**config.mk**
```make
export PLATFORM = sky130hd
export DESIGN_NAME = ula_operand_sequencer
export DESIGN_NICKNAME = d
export VERILOG_FILES = /design/src/rtl/ula_operand_sequencer.sv
export SDC_FILE = /design/constraint.sdc
export NUM_CORES = 1
export LEC_CHECK = 0
export CAP_MARGIN = 10
export CORE_AREA = 5 5 48 82
export DETAILED_ROUTE_END_ITERATION = 16
export DIE_AREA = 0 0 53 87
export GPL_ROUTABILITY_DRIVEN = 0
export PLACE_DENSITY_LB_ADDON = 0.15
export SYNTH_ARGS = -nofsm -noshare
export SYNTH_HDL_FRONTEND = slang
export SYNTH_SLANG_ARGS = --single-unit
```
**constraint.sdc**
```tcl
create_clock -name clk -period 2.2 [get_ports clk]
set_clock_uncertainty 0.15 [all_clocks]
set_input_delay 0.33 -clock clk [delete_from_list [all_inputs] [get_ports clk]]
set_output_delay 0.33 -clock clk [all_outputs]
set_load 0.05 [all_outputs]
```
**src/rtl/ula_operand_sequencer.sv**
```systemverilog
// Operand capture and launch sequencer for the ULA 5-bit add/subtract datapath.
// Holds adder inputs for SETTLE_CYCLES, then registers sum/flags and pulses done.
module ula_operand_sequencer #(
  parameter int SETTLE_CYCLES = 1
) (
  input  logic       clk,
  input  logic       rst_n,
  input  logic [4:0] din,
  input  logic       load_a,
  input  logic       load_b,
  input  logic       op_sub,
  input  logic       chain,
  input  logic       start,
  output logic [4:0] add_a,
  output logic [3:0] add_b,
  output logic       add_modo_sub,
  output logic       add_cin,
  input  logic [4:0] add_s,
  input  logic       add_cout,
  input  logic       add_ov,
  output logic [4:0] result,
  output logic       carry,
  output logic       overflow,
  output logic       zero,
  output logic       busy,
  output logic       done
);

  typedef enum logic {IDLE, APPLY} state_t;

  state_t     state, state_nx;
  logic [3:0] cnt;
  logic [4:0] a_reg;
  logic [3:0] b_reg;
  logic       launch, capture;

  always_comb begin
    state_nx = state;
    launch   = 1'b0;
    capture  = 1'b0;
    case (state)
      IDLE: if (start) begin
        launch   = 1'b1;
        state_nx = APPLY;
      end
      APPLY: if (cnt == 4'(SETTLE_CYCLES - 1)) begin
        capture  = 1'b1;
        state_nx = IDLE;
      end
      default: state_nx = IDLE;
    endcase
  end

  assign busy = (state == APPLY);

  always_ff @(posedge clk or negedge rst_n) begin
    if (!rst_n) begin
      state        <= IDLE;
      cnt          <= '0;
      a_reg        <= '0;
      b_reg        <= '0;
      add_a        <= '0;
      add_b        <= '0;
      add_modo_sub <= 1'b0;
      add_cin      <= 1'b0;
      result       <= '0;
      carry        <= 1'b0;
      overflow     <= 1'b0;
      zero         <= 1'b0;
      done         <= 1'b0;
    end else begin
      state <= state_nx;
      done  <= capture;
      if (state == IDLE) begin
        if (load_a) a_reg <= din;
        if (load_b) b_reg <= din[3:0];
      end
      // launch samples a_reg/b_reg before any same-edge load lands
      if (launch) begin
        add_a        <= chain ? result : a_reg;
        add_b        <= b_reg;
        add_modo_sub <= op_sub;
        add_cin      <= op_sub;
        cnt          <= '0;
      end else if (capture) begin
        result   <= add_s;
        carry    <= add_cout;
        overflow <= add_ov;
        zero     <= (add_s == 5'd0);
      end else if (state == APPLY) begin
        cnt <= cnt + 4'd1;
      end
    end
  end

endmodule
```
* Yosys cells after proc, flatten, opt, wreduce, memory -nomap -nowiden *
Index checks and enable logic that the tools add are counted.

storage, ports and cells
  output and inout bits = 21
  bits of input ports = 19
  register bits after elaboration = 33
  word-level logic and storage cells = 33

cells by class
  bitwise gates (word level) = 2
  multiplexer cells = 10
  equal/unequal tests = 1
  add/sub/neg operators = 1
  reduce and logical (&&, ||, !) cells = 7

operator list
  operator                                       number
  two-way mux 4 bit                              3
  AND reduction 2 bit                            4
  logical NOT 5 bit                              1
  two-way mux 1 bit                              5
  two-way mux 5 bit                              1
  adder 4 x 1 -> 4 bit (second input constant)   1
  logical NOT 4 bit                              1
  inequality test 2 bit (second input constant)  1
  inverter 1 bit                                 2
  case mux 1 bit (2 select lines)                1
  nonzero test 2 bit                             1

* Longest topological paths before layout *
Gate-level depths: netlist of the first run.

  word-level depth = 5
  depth in mapped cells = 6
  gate-level depth less buffers = 5

* Least setup slack after synthesis of the first run *
OpenSTA, ideal clock, no wires.

  kind = register -> register
  start point = register state (netlist: busy)
  end point = register carry
  data required time = 1.925 ns
  cell stages (with the launch flop) = 5
  period minus slack after synthesis = 1.762 ns
  arrival time = 1.487 ns
  path buffers = 2
  path slack = 0.438 ns
  setup time = 0.125 ns
  cells stage by stage = dfrtp_1 -> buf_6 -> and4bb_4 -> buf_6 -> mux2_4

between the ends
  elaborated cells on any way between the ends = 4
  those cells by class = mux: 2; bitwise: 1; reduce/logical: 1

RTL lines
  element                               RTL line  source
  from (decl)                           31        state_t state, state_nx;
  from (signal assigned)                72        state <= state_nx;
  two-way mux 1 bit                     41        case (state)
  net capture                           35        logic launch, capture;
  AND reduction 2 bit (no source line)  --
  to (signal assigned)                  87        carry <= add_cout;
  to (decl)                             22        output logic carry,

The timed path passes the listed nets, and every way through them passes these cells.
A chain may end at the register's enable or synchronous reset.

* Worst setup path in the final report of the first run *
  start point = register result[3]
  end point = output result[3]

RTL lines
  element                 RTL line  source
  from (decl)             21        output logic [4:0] result,
  from (signal assigned)  86        result <= add_s;

No word-level cell between the ends.

==> results of run 1 <==
## through the flow
step                hold slack (ns)  setup slack (ns)  power, uW  utilization, %
global placement              0.310             0.488       2780            56.1
floorplan                    -0.116             0.438       2320               -
detailed placement            0.324             0.464       2830            56.1
CTS                           0.315             0.220       3330            59.3
global route                  0.333             0.186       3480            59.3
finish                        0.305             0.239       3290            59.3
## where the power goes
group / internal [uW] / switching (uW)
combinational: 719 / 998
clock: 283 / 209
sequential: 902 / 178
total: 1900 / 1390
## cell type report
class	count	area (um2)
fill	298	1330
multi-input combinational	61	512
sequential	33	826
tap	45	56.3
inverter	4	15.0
clock inverter	1	5.00
timing repair buffer	43	420
clock buffer	7	96.3
## cells in the mapped netlist
master / instances
sky130_fd_sc_hd__buf_6: 3
sky130_fd_sc_hd__dfrtp_1: 33
sky130_fd_sc_hd__nor2b_1: 1
sky130_fd_sc_hd__nand2b_1: 2
sky130_fd_sc_hd__and2b_1: 1
sky130_fd_sc_hd__and4bb_4: 1
sky130_fd_sc_hd__mux2_2: 16
sky130_fd_sc_hd__nor3b_1: 1
sky130_fd_sc_hd__buf_4: 1
sky130_fd_sc_hd__buf_2: 1
sky130_fd_sc_hd__nand2_1: 6
sky130_fd_sc_hd__buf_1: 1
sky130_fd_sc_hd__nand3_1: 4
sky130_fd_sc_hd__mux2i_1: 5
sky130_fd_sc_hd__o22ai_1: 1
sky130_fd_sc_hd__nor3_1: 1
sky130_fd_sc_hd__a21o_1: 1
sky130_fd_sc_hd__inv_1: 4
sky130_fd_sc_hd__o21ai_0: 10
sky130_fd_sc_hd__mux2_4: 5
sky130_fd_sc_hd__xnor2_1: 1
sky130_fd_sc_hd__ha_1: 2
sky130_fd_sc_hd__nor2_1: 3
## kinds of logic after synthesis
| group | synth area share [%] |
|---|---|
| DFF | 58.9 |
| muxes | 21.8 |
| and+or+nand+nor | 7.76 |
| AOI/OAI and AO/OA | 4.55 |
| buffers and inverters | 4.64 |
| adders and majority gates | 1.78 |
| xor gates and xnor gates | 0.625 |
## metal layers
metal	track usage (%)	vias up
met5	0	-
met4	8.14	0
met3	4.29	6
met2	22.5	20
met1	14.4	438
li1	-	445
## worst max-delay path by stage
stage              start         to  slack (ns)  cells after the start
4_1_cts        result[2]  result[2]        0.22                      1
6_report       result[3]  result[3]        0.24                      1
3_5_place_dp       start   add_a[3]        0.46                      5
2_1_floorplan       busy      carry        0.44                      4
3_3_place_gp       start    add_cin        0.49                      3
5_1_grt        result[4]  result[4]        0.19                      1
==> flow_metrics.tcl, run 1 <==
set metrics [dict create \
    area_delta_synth_final_pct 37.6 \
    pin_count_of_the_biggest_net_entering_global_routing 34 \
    routed_via_count_divided_by_cell_count 4.69 \
    worst_ep_required_time_ns 1.72 \
    rsz0062_at_grt "no" \
    clock_latency_ns 0.28 \
    final_hold_viol_count 0 \
    post_synthesis_mean_instance_area_um2 13.5 \
    cpLargestDelayFamily "buffers and inverters" \
    drv_cap 0 \
    ctsLongestPathBuffers 2 \
    maxClockFrequency_ghz 0.510 \
    grt_overflow 0 \
    timing.setup.critical_path_class "register to primary output" \
    placement.io_buffers 39 \
    die_x_um 53 \
    grt.total_usage_pct 13.5 \
    synth_top_cell_by_area "sky130_fd_sc_hd__dfrtp_1" \
    power.density_nw_per_um2 1700 \
    cts_root_buffer "sky130_fd_sc_hd__clkbuf_8" \
    final_layout_size_suffix_gt1_share_pct 22.8 \
    cts_tree "done" \
    critical_path.startpoint_type "register" \
    final_instance_count_without_filler_cells 194 \
    inserted_clock_buffers 5 \
    ranking_of_synthesized_cells_by_area "sky130_fd_sc_hd__dfrtp_1 (59%), sky130_fd_sc_hd__mux2_2 (13%), sky130_fd_sc_hd__mux2_4 (5.4%), sky130_fd_sc_hd__mux2i_1 (3.6%), sky130_fd_sc_hd__o21ai_0 (3.6%)" \
    timing.critical_path.slowest_stage_cell "sky130_fd_sc_hd__clkdlybuf4s50_1" \
    worst_hold_path_type "primary input to asynchronous set/reset pin" \
    post_cts_gate_resize_count 0 \
    period_share_pct 89.1 \
    synth_fp_nets 125 \
    drc_viols 0 \
    boundaryPins 40 \
    rows 28 \
    core_area_um2 3260 \
    final.min_clock_period_ns 1.96 \
    maxUsedRoutingLayer "met4" \
    report.final.slew_viol_count 0 \
    critical_path_arrival_ns 1.48 \
    number_of_vias_in_the_routed_layout 909 \
    htree_levels 2 \
    critical_path_buf_inv_count 1 \
    crit_path_cell_trace "clkdlybuf4s50_1" \
    antennaDiodeCount 0 \
    worst-r2r-cell-count 4 \
    first_pass_grt_wire_length_um 4420 \
    synth_cell_type_count 23 \
    crit-reg2reg-capture "result[0]" \
    worstMarginPinSlew_ns 0.503 \
    clk_transition_reported_paths_ns 0.07 \
    worst_setup_path_end_kind "primary output" \
    power.leakage_uw 0.000850 \
    die_area_um2 4610 \
    dieHeight_um 87 \
    route.layer.met1.wl_um 1040 \
    place.detailed.hpwl_um 2130 \
    setup_total_negative_slack_ns 0 \
    met3_length_um 128 \
    cts_hold_buffers 0 \
    via_count_of_the_first_global_routing_pass 952 \
    synth_seq_area_share_pct 58.9 \
    worst_r2r_startpoint "cnt[1]" \
    max-vdd-ir-drop_v 0.000858 \
    fin_area_um2 1930 \
    critical_path.max_stage_delay_ns 0.82 \
    start_util_pct 43.0 \
    synth_cells 104 \
    firstDrtPassIters 2 \
    synth.cell_area_um2 1400 \
    wl_per_cell_um 14.0 \
    crit_path_max_fanout 3 \
    route.met2.wl_um 1490 \
    result_of_the_run "completed" \
    synth.ff_latch_count 33 \
    clock_sink_count 33 \
    report.final.setup_viol 0 \
    antenna_found_initial 0 \
    synth.top_cell.area_share_pct 58.9 \
    drt_first_iter_violations 7 \
    reg2reg_setup_slack_ns 0.53 \
    post_dp_area_um2 1830 \
    top_library_cells_by_usage_in_the_layout_fill_and_taps_aside "sky130_fd_sc_hd__clkdlybuf4s50_1 (39), sky130_fd_sc_hd__dfrtp_1 (33), sky130_fd_sc_hd__mux2_2 (16)" \
    synth_warnings 0 \
    nNetsFinal 169 \
    post_cts_repair_timing_setup_buffer_count 0 \
    mostFrequentLayoutCell "sky130_fd_sc_hd__clkdlybuf4s50_1" \
    timing.slew.headroom_pct 66.3 \
    finalWirelength_um 2710 \
    antenna_left 0 \
    place.detailed.instances 186 \
]
Power figures use the tool's default switching activity.
==> inputs of run 2 (changes only) <==
--- a/config.mk
+++ b/config.mk
@@ -6,11 +6,10 @@
 export NUM_CORES = 1
 export LEC_CHECK = 0
 export CAP_MARGIN = 10
-export CORE_AREA = 5 5 48 82
+export CORE_AREA = 5 5 52 89
 export DETAILED_ROUTE_END_ITERATION = 16
-export DIE_AREA = 0 0 53 87
+export DIE_AREA = 0 0 57 94
 export GPL_ROUTABILITY_DRIVEN = 0
-export PLACE_DENSITY_LB_ADDON = 0.15
 export SYNTH_ARGS = -nofsm -noshare
 export SYNTH_HDL_FRONTEND = slang
 export SYNTH_SLANG_ARGS = --single-unit
==> run 2 against run 1 <==
Effect of this change:
- first-iteration DRC count grew 14%
- largest cell class unchanged
- highest routed layer unchanged
- critical path type unchanged
- largest power group unchanged
- clock power grew 15%
- die area grew 16%
- global-route usage shrank 2.3 points
- critical endpoint is now result[2]
- combinational power shrank 2%
- register-to-register slack is essentially flat
==> flow_metrics.tcl, run 2 (synthesized netlist as in run 1, its figures left out) <==
set metrics [dict create \
    result_of_the_run "completed" \
    antenna_found_initial 0 \
    final_hold_viol_count 0 \
    via_count_of_the_first_global_routing_pass 965 \
    die_area_um2 5360 \
    antenna_left 0 \
    period_share_pct 90.3 \
    power.leakage_uw 0.000845 \
    globalRoute.busiestLayer "met2" \
    worst-r2r-cell-count 4 \
    place.detailed.instances 187 \
    final_layout_size_suffix_gt1_share_pct 21.8 \
    setup_total_negative_slack_ns 0 \
    regArea_um2 826 \
    cts_tree "done" \
    die_x_um 57 \
    clk_transition_reported_paths_ns 0.06 \
    grt_util_met1_pct 12.5 \
    inserted_clock_buffers 5 \
    power.density_nw_per_um2 1730 \
    critical_path_buf_inv_count 1 \
    worst_r2r_startpoint "cnt[0]" \
    reg2reg_setup_slack_ns 0.53 \
    number_of_vias_in_the_routed_layout 905 \
    grt_overflow 0 \
    ctsLongestPathBuffers 2 \
    worst_setup_path_end_kind "primary output" \
    mostFrequentLayoutCell "sky130_fd_sc_hd__clkdlybuf4s50_1" \
    report.final.setup_viol 0 \
    timing.setup.critical_path_class "register to primary output" \
    sequentialPowerShare_pct 32.9 \
    cpLargestDelayFamily "buffers and inverters" \
    htree_levels 2 \
    crit_path_max_fanout 3 \
    wl_per_cell_um 13.7 \
    start_util_pct 36.6 \
    crit-reg2reg-capture "result[0]" \
    clock_latency_ns 0.28 \
    post_cts_repair_timing_setup_buffer_count 0 \
    core_area_um2 3830 \
    critical_path.max_stage_delay_ns 0.82 \
    setup_slack_ns 0.214 \
    worst_hold_path_type "primary input to asynchronous set/reset pin" \
    placement.io_buffers 39 \
    timing.slew.headroom_pct 66.6 \
    routed_via_count_divided_by_cell_count 4.64 \
    worstMarginPinSlew_ns 0.499 \
    nNetsFinal 167 \
    cts_root_buffer "sky130_fd_sc_hd__clkbuf_8" \
    area_delta_synth_final_pct 37.7 \
    final_instance_count_without_filler_cells 195 \
    gr-usage-met2_pct 18.8 \
    fin_area_um2 1930 \
    max-vdd-ir-drop_v 0.000890 \
    multi_input_comb_area_um2 512 \
    top_library_cells_by_usage_in_the_layout_fill_and_taps_aside "sky130_fd_sc_hd__clkdlybuf4s50_1 (38), sky130_fd_sc_hd__dfrtp_1 (33), sky130_fd_sc_hd__mux2_2 (16)" \
    maxClockFrequency_ghz 0.504 \
    rsz0062_at_grt "no" \
    clock_sink_count 33 \
    worstSetupStartpoint "result[2]" \
    layout_utilization_pct 50.5 \
    final.min_clock_period_ns 1.99 \
    timing.critical_path.slowest_stage_cell "sky130_fd_sc_hd__clkdlybuf4s50_1" \
    power.share.clock_pct 17.0 \
    antennaDiodeCount 0 \
    place.detailed.hpwl_um 2030 \
    drt_first_iter_violations 8 \
    finalWirelength_um 2680 \
    fraction_of_power_spent_switching_nets_pct 41.1 \
    report.final.slew_viol_count 0 \
    post_dp_area_um2 1820 \
    combinational_group_share_of_total_power_pct 50.1 \
    grt_use_met3_pct 3.71 \
    net-switching-power_uw 1380 \
    cell_internal_pwr_uw 1970 \
    worst_ep_required_time_ns 1.72 \
    cts_hold_buffers 0 \
    boundaryPins 40 \
    dieHeight_um 94 \
    firstDrtPassIters 3 \
    pin_count_of_the_biggest_net_entering_global_routing 34 \
    critical_path.startpoint_type "register" \
    dp_slack_ns 0.340 \
    grt.total_usage_pct 11.2 \
    rows 30 \
    critical_path_arrival_ns 1.51 \
    first_pass_grt_wire_length_um 4600 \
    drv_cap 0 \
    post_cts_gate_resize_count 0 \
    crit_path_cell_trace "clkdlybuf4s50_1" \
    num-fill-cells 381 \
    drc_viols 0 \
]
## run 2: through the flow
step | total power, uW | hold WS [ns]
after floorplan | 2320 | -0.116
after global placement | 2780 | 0.314
after detailed placement | 2810 | 0.326
after CTS | 3400 | 0.310
after global routing | 3550 | 0.345
final | 3340 | 0.308
## run 2: worst max path at each step
stage | end | slack [ns] | cells after the start
2_1_floorplan | carry | 0.44 | 4
3_3_place_gp | add_b[3] | 0.38 | 3
3_5_place_dp | add_cin | 0.34 | 3
4_1_cts | result[2] | 0.18 | 1
5_1_grt | result[2] | 0.15 | 1
6_report | result[2] | 0.21 | 1
## run 2: area by class of cell
type | instances | area share [%]
sequential | 33 | 42.7
tap | 48 | 3.11
timing repair buffer | 41 | 20.9
clock inverter | 1 | 1.55
multi-input combinational | 61 | 26.5
clock buffer | 7 | 4.47
inverter | 4 | 0.777
## run 2: per-layer routing
metal  vias up  wire length [um]
met5         -                 0
met4         0                54
met3         6               151
met2        30              1380
met1       433              1090
li1        436                 -
## run 2: power groups by stage
stage / logic, uW / registers (uW) / clock network (uW)
after floorplan: 658 / 1660 / 0
after global placement: 1670 / 1110 / 0
after detailed placement: 1690 / 1120 / 0
after CTS: 1700 / 1110 / 591
after global routing: 1780 / 1150 / 618
final: 1680 / 1100 / 568
